$ cat config.mk
export PLATFORM = sky130hd
export DESIGN_NAME = div
export DESIGN_NICKNAME = d
export VERILOG_FILES = /design/src/rtl/div_pkg.sv /design/src/rtl/div.sv
export SDC_FILE = /design/constraint.sdc
export NUM_CORES = 1
export LEC_CHECK = 0
export BUFFER_PORTS_ARGS = -buffer_cell sky130_fd_sc_hd__buf_2
export CORE_ASPECT_RATIO = 2
export CORE_MARGIN = 10
export CORE_UTILIZATION = 42
export CTS_BUF_LIST = sky130_fd_sc_hd__clkbuf_4
export DETAILED_ROUTE_END_ITERATION = 6
export SYNTH_ARGS = -nofsm -noshare
export SYNTH_HDL_FRONTEND = slang
export SYNTH_SLANG_ARGS = --single-unit
$ cat constraint.sdc
create_clock -name clk -period 3.35 [get_ports clk]
set_input_delay 0.67 -clock clk [delete_from_list [all_inputs] [get_ports clk]]
set_output_delay 0.67 -clock clk [all_outputs]
set_load 0.01 [all_outputs]
$ cat src/rtl/div_pkg.sv
// Shared constants for the multi-cycle divider.
//   - FSM state codes (DivFree/DivByZero/DivOn/DivEnd)
//   - handshake levels for start_i / ready_o
//   - reset level, zero word and register-bus width
//   - negate helper used for the two's complement fix-ups
package div_pkg;

  localparam int          RegBus            = 32;
  localparam logic        RstEnable         = 1'b1;
  localparam logic [31:0] ZeroWord          = 32'h0000_0000;

  localparam logic [1:0]  DivFree           = 2'b00;
  localparam logic [1:0]  DivByZero         = 2'b01;
  localparam logic [1:0]  DivOn             = 2'b10;
  localparam logic [1:0]  DivEnd            = 2'b11;

  localparam logic        DivResultReady    = 1'b1;
  localparam logic        DivResultNotReady = 1'b0;
  localparam logic        DivStart          = 1'b1;
  localparam logic        DivStop           = 1'b0;

  // Two's complement negate, conditional on neg.
  function automatic logic [RegBus-1:0] cond_neg(input logic neg, input logic [RegBus-1:0] v);
    return neg ? (~v + 1'b1) : v;
  endfunction

endpackage

$ cat src/rtl/div.sv
// Radix-2 restoring 32-bit divider (DIV / DIVU).
// One quotient bit per clock; result = {remainder, quotient}.
// Ports:
//   clk          system clock, rising edge
//   rst          synchronous reset, active-high
//   signed_div_i 1 = signed, 0 = unsigned (sampled with start_i)
//   opdata1_i    dividend (sampled with start_i)
//   opdata2_i    divisor  (sampled with start_i)
//   start_i      request, held until ready_o
//   annul_i      cancel an in-flight division; blocks a start in FREE
//   result_o     {remainder[31:0], quotient[31:0]}
//   ready_o      result valid
module div
  import div_pkg::*;
(
  input  logic              clk,
  input  logic              rst,
  input  logic              signed_div_i,
  input  logic [RegBus-1:0] opdata1_i,
  input  logic [RegBus-1:0] opdata2_i,
  input  logic              start_i,
  input  logic              annul_i,
  output logic [63:0]       result_o,
  output logic              ready_o
);

  logic [1:0]        r_state;
  logic [5:0]        r_cnt;
  logic [64:0]       r_dividend;
  logic [RegBus-1:0] r_divisor;
  logic              r_neg_q;   // operand signs differ
  logic              r_neg_r;   // dividend was negative
  logic [63:0]       r_result;
  logic              r_ready;

  logic [RegBus:0]   w_temp;
  logic [RegBus-1:0] w_abs1, w_abs2, w_quot, w_rem;

  // Trial subtraction: bit 32 set means the partial remainder is smaller
  // than the divisor, so this quotient bit is 0.
  assign w_temp = {1'b0, r_dividend[63:32]} - {1'b0, r_divisor};

  assign w_abs1 = cond_neg(signed_div_i & opdata1_i[31], opdata1_i);
  assign w_abs2 = cond_neg(signed_div_i & opdata2_i[31], opdata2_i);

  // Sign fix-up uses the flags captured at start, so operand changes
  // during the run have no effect.
  assign w_quot = cond_neg(r_neg_q, r_dividend[31:0]);
  assign w_rem  = cond_neg(r_neg_r, r_dividend[64:33]);

  always_ff @(posedge clk) begin
    if (rst == RstEnable) begin
      r_state    <= DivFree;
      r_cnt      <= '0;
      r_dividend <= '0;
      r_divisor  <= '0;
      r_neg_q    <= 1'b0;
      r_neg_r    <= 1'b0;
      r_result   <= '0;
      r_ready    <= DivResultNotReady;
    end else begin
      case (r_state)
        DivFree: begin
          r_ready  <= DivResultNotReady;
          r_result <= '0;
          if (start_i == DivStart && !annul_i) begin
            if (opdata2_i == ZeroWord) begin
              r_state <= DivByZero;
            end else begin
              r_state    <= DivOn;
              r_cnt      <= '0;
              r_dividend <= {32'b0, w_abs1, 1'b0};
              r_divisor  <= w_abs2;
              r_neg_q    <= signed_div_i & (opdata1_i[31] ^ opdata2_i[31]);
              r_neg_r    <= signed_div_i & opdata1_i[31];
            end
          end
        end
        DivByZero: begin
          r_state  <= DivEnd;
          r_result <= '0;
          r_ready  <= DivResultReady;
        end
        DivOn: begin
          if (annul_i) begin
            r_state  <= DivFree;
            r_cnt    <= '0;
            r_ready  <= DivResultNotReady;
            r_result <= '0;
          end else if (r_cnt != 6'd32) begin
            if (w_temp[32])
              r_dividend <= {r_dividend[63:0], 1'b0};
            else
              r_dividend <= {w_temp[31:0], r_dividend[31:0], 1'b1};
            r_cnt <= r_cnt + 6'd1;
          end else begin
            r_state  <= DivEnd;
            r_cnt    <= '0;
            r_result <= {w_rem, w_quot};
            r_ready  <= DivResultReady;
          end
        end
        DivEnd: begin
          // Hold the result until EX drops the request.
          if (start_i == DivStop) begin
            r_state  <= DivFree;
            r_ready  <= DivResultNotReady;
            r_result <= '0;
          end
        end
        default: r_state <= DivFree;
      endcase
    end
  end

  assign result_o = r_result;
  assign ready_o  = r_ready;

endmodule

# Word-level counts from Yosys, hierarchy flattened
# Index checks and enable logic that the tools add are counted.
[totals] out_inout_bits=65 wordCells=73 input_bits=69 regBits=172
[op_classes] muxes=29 addsub=6 reduce_logical=11 n_eq_ne=10 bitwise=9
[ops] operator="two-way mux 65 bit" count=5
[ops] operator="two-way mux 64 bit" count=3
[ops] operator="case mux 64 bit (3 select lines)" count=1
[ops] operator="case mux 65 bit (2 select lines)" count=1
[ops] operator="adder 32 x 1 -> 32 bit (second input constant)" count=4
[ops] operator="two-way mux 32 bit" count=4
[ops] operator="inverter 32 bit" count=4
[ops] operator="subtractor 32 x 32 -> 33 bit" count=1
[ops] operator="zero test 32 bit" count=1
[ops] operator="two-way mux 6 bit" count=4
[ops] operator="case mux 6 bit (2 select lines)" count=1
[ops] operator="two-way mux 2 bit" count=5
[ops] operator="!= test 2 bit (second input constant)" count=5
[ops] operator="AND reduction 3 bit" count=3
[ops] operator="case mux 2 bit (4 select lines)" count=1
[ops] operator="adder 6 x 1 -> 6 bit (second input constant)" count=1
[ops] operator="!= test 6 bit (second input constant)" count=1
[ops] operator="AND reduction 5 bit" count=1
[ops] operator="equality test 2 bit (second input constant)" count=2
[ops] operator="case mux 1 bit (4 select lines)" count=1
[ops] operator="bitwise AND 1 bit" count=3
[ops] operator="two-way mux 1 bit" count=3
[ops] operator="!= test 3 bit (second input constant)" count=1
[ops] operator="equality test 2 x 1 -> 1 bit (second input constant)" count=1
[ops] operator="other kinds (8)" count=8

# Longest topological paths before layout
[logic_depth] depth_word=6 depth_mapped=14

# Least setup slack after synthesis
# OpenSTA, ideal clock, no wires.
[synth_timing] path_kind="register to register" from="register r_dividend[32]" to="register r_dividend[60]" arrival_time_ns=3.115 path_slack_ns=0.113 stages_incl_launch_ff=15 setup_ns=0.122 period_less_slack_ns=3.237 required_ns=3.228 cell_sequence="dfxtp_1 inv_1 ha_1 fa_1 nand2b_1 a21oi_1 o2111ai_1 a21bo_2 a2111oi_1 o21ai_1 and2_1 clkbuf_1 buf_1 a32oi_1 nand3_1"
[synth_between] elab_chain_len=5
[synth_rtl] item="from (decl)" line_no="div.sv:29" text="logic [64:0] r_dividend;"
[synth_rtl] item="from (signal assigned)" line_no="div.sv:72" text="r_dividend <= {32'b0, w_abs1, 1'b0};"
[synth_rtl] item="from (signal assigned)" line_no="div.sv:92" text="r_dividend <= {r_dividend[63:0], 1'b0};"
[synth_rtl] item="from (signal assigned)" line_no="div.sv:94" text="r_dividend <= {w_temp[31:0], r_dividend[31:0], 1'b1};"
[synth_rtl] item="subtractor 32 x 32 -> 33 bit" line_no="div.sv:41" text="assign w_temp = {1'b0, r_dividend[63:32]} - {1'b0, r_divisor};"
[synth_rtl] item="two-way mux 65 bit" line_no="div.sv:91" text="if (w_temp[32])"
[synth_rtl] item="two-way mux 65 bit" line_no="div.sv:90" text="end else if (r_cnt != 6'd32) begin"
[synth_rtl] item="two-way mux 65 bit" line_no="div.sv:85" text="if (annul_i) begin"
[synth_rtl] item="case mux 65 bit (2 select lines)" line_no="div.sv:62" text="case (r_state)"
# No other way between the ends. The select of a mux whose other input is x is not followed.
# A chain may end at the register's enable or synchronous reset.

# Worst setup path after layout
[layout_timing] from="register r_dividend[51]" to="register r_dividend[44]"
# The elaborated chain is that of the path after synthesis.

==> impl_metrics.py <==
metrics = {
    "timing": {
        "period_share_pct": 94.2,
        "maxSlewViolCount": 0,
        "max_slew_margin_pct": 51.8,
        "max_slew.worst_pin.slew_ns": 0.723,
        "rsz0062_at_grt": "no",
        "period_minus_slack_ns": 3.15,
        "skew_ns": 0.0163,
        "finalSetupTns_ns": 0,
        "max_clock_freq_mhz": 317,
        "final_hold_viol_count": 0,
        "setup_violations": 0,
    },
    "synthesis": {
        "yosys.area.top_type_share_pct": 31.9,
        "ys_seq_area_share_pct": 31.9,
        "synth-edff-count": 0,
        "synth_area_leaders": "dfxtp_1, xnor2_1, nand2_1",
        "synth_fp_nets": 1495,
        "synth_top_family_by_area": "compound AO/OA/AOI/OAI gates",
        "ys_types": 66,
        "synth-seq-cells": 172,
        "netlist_area_mm2": 0.0108,
        "synth_commonest_cells": "dfxtp_1, nand2_1, nor2_1, a21oi_1, xnor2_1",
        "avgSynthCellArea_um2": 7.81,
        "postSynth.asyncResetShare_pct": 0,
        "synth-compound-area-share_pct": 23.9,
        "syn_inst": 1382,
        "synth_mux_area_share_pct": 2.41,
        "synth_xor_area_share_pct": 11.9,
        "synth_most_common_cell": "dfxtp_1",
        "yosysTopAreaCell": "dfxtp_1",
        "ys.flop_type": "dfxtp_1",
        "synthAdderAreaFrac_pct": 5.17,
        "ys_warn_count": 0,
        "yosys.area_share.simple_pct": 20.1,
    },
    "floorplan": {
        "die_w_um": 133,
        "io_pins": 134,
        "die-area_mm2": 0.0329,
        "initial_utilization_pct": 42.2,
        "die_h_um": 247,
        "row_count": 83,
        "fp.coreArea_mm2": 0.0255,
    },
    "min_path": {
        "hp-class": "in -> reg",
    },
    "final_layout": {
        "area_delta_synth_final_pct": 14.5,
        "fin_util_pct": 48.4,
        "drive_gt1_share_pct": 15.7,
        "n_fill_cell": 2704,
        "num-nets-final": 1625,
        "final_area_mm2": 0.0124,
    },
    "cts": {
        "clk_pin_slew_worst_paths_ns": 0.15,
        "numCtsBuffers": 17,
        "cts_max_path_buffers": 2,
        "cts_tree": "yes",
        "cts.htree.levels": 4,
        "clkSinkCount": 172,
        "insertion_delay_ns": 0.63,
        "cts-root-buf": "clkbuf_4",
    },
    "power_and_ir_drop": {
        "power.leakage_nw": 4.99,
        "cellPowerDensity_mw_per_mm2": 543,
        "total_power_w": 0.00671,
        "vdd_drop_max_mv": 0.438,
    },
    "job": {
        "cap_violations": 0,
    },
    "detailed_routing": {
        "ant_nets": 0,
        "wire_per_inst_um": 19.1,
        "drtPass1Iterations": 7,
        "drt_iter0_drc": 466,
        "routed_via_density": 5.56,
        "vias": 10400,
        "routed_wl_mm": 35.6,
        "drc": 0,
    },
    "outcome": {
        "outcome": "finished clean",
    },
    "grt": {
        "antenna_found_initial": 1,
        "grt.overflow.total": 0,
        "grt_pass1_wl_mm": 55.8,
        "gr-usage-all-layers_pct": 21.5,
        "grt_pass1_vias": 10700,
        "grt_max_degree": 62,
    },
    "worst_setup_path": {
        "crit_fanout": 6,
        "startpoint_type": "register",
        "end_kind": "register",
        "critPathArrivalTime_ns": 3.70,
        "critPathKind": "reg -> reg",
        "cp.required_ns": 3.89,
    },
    "place": {
        "routabilityCongestion": 0.943,
        "dp_hpwl_mm": 28.4,
        "io_buffers": 133,
        "place_area_mm2": 0.0121,
    },
}
[per-stage QoR]
step                      std cells  setup slack, ns  hold slack [ns]
after floorplan                1382            0.113            0.432
after global placement         1833            0.127            0.458
after detailed placement       1833          0.00482            0.460
after CTS                      1865            0.107            0.298
after global routing           1866           0.0370            0.316
final                          1866            0.195            0.352
[path summary, 6_finish.rpt]
check                      start        endpoint  slack (ns)  depth (start not counted)
hold / removal      opdata2_i[1]    r_divisor[1]        0.35                          3
setup reg to reg  r_dividend[51]  r_dividend[44]        0.20                         11
hold reg to reg    r_divisor[31]   r_divisor[31]        0.48                          2
setup / recovery  r_dividend[51]  r_dividend[44]        0.20                         11
[report_power, final]
part,switching (W),total [W],internal (W)
logic,0.00190,0.00299,0.00109
registers,0.000231,0.00250,0.00226
clock network,0.000779,0.00123,0.000451
total,0.00291,0.00671,0.00381
[timing repair]
item / in CTS / in global routing
setup buffers: 0 / 0
gates resized for setup: 1 / 2
endpoints found under the setup margin: 2 / 5
hold buffers: 0 / 0
[routing by layer]
metal / GRT usage (%) / up-vias / wire length [um]
li1: - / 5191 / -
met1: 17.8 / 4872 / 11300
met2: 43.8 / 218 / 21000
met3: 3.82 / 99 / 1070
met4: 14.6 / 0 / 2300
met5: 0 / - / 0
[cell type report]
cell class	instances	area [um2]	area share (%)
Multi-Input combinational cell	1082	6890	55.8
Sequential cell	172	3440	27.9
Timing Repair Buffer	186	1120	9.03
Tap cell	340	425	3.44
Inverter	53	199	1.61
Clock inverter	14	144	1.16
Clock buffer	18	135	1.09
Antenna cell	1	2.50	0.0203
[state kept, by name, summed over array words and instances, names as in the netlist]
| register | flops |
|---|---|
| r_divisor | 32 |
| r_dividend | 65 |
| r_neg_q | 1 |
| r_neg_r | 1 |
| result_o | 64 |
| r_cnt | 6 |
| r_state | 2 |
| ready_o | 1 |
[cells in the final DEF (no fill, tap or decap), types with 26 or more instances in the layout]
cell type,count
nand3_1,26
nor2_1,137
xnor2_1,93
nor3_1,33
mux2i_1,26
xor2_1,54
nand2_1,167
buf_2,132
a22o_1,34
buf_4,50
a211oi_1,36
o21ai_0,92
inv_1,53
dfxtp_1,172
a21oi_1,100
ha_1,43
[worst max-delay path: stages, from the launching register on]
cell,delay (ns)
dfxtp_1,0.48
ha_1,0.35
a21oi_1,0.27
o21ai_0,0.14
a221o_1,0.30
a21oi_1,0.28
o221ai_1,0.23
o21ai_2,0.27
and2_1,0.26
buf_4,0.18
o21ai_0,0.09
a22o_1,0.20
[cells by family (layout without fill, tap and decap cells)]
logic type | count (synthesis) | after routing
compound gates | 394 | 394
other cells | 0 | 1
flops | 172 | 172
mux | 26 | 26
fa+ha+maj | 44 | 44
xor+xnor | 147 | 147
buf+inv | 128 | 271
simple gates | 471 | 471
Note: power is estimated with default switching activity, not from simulation.
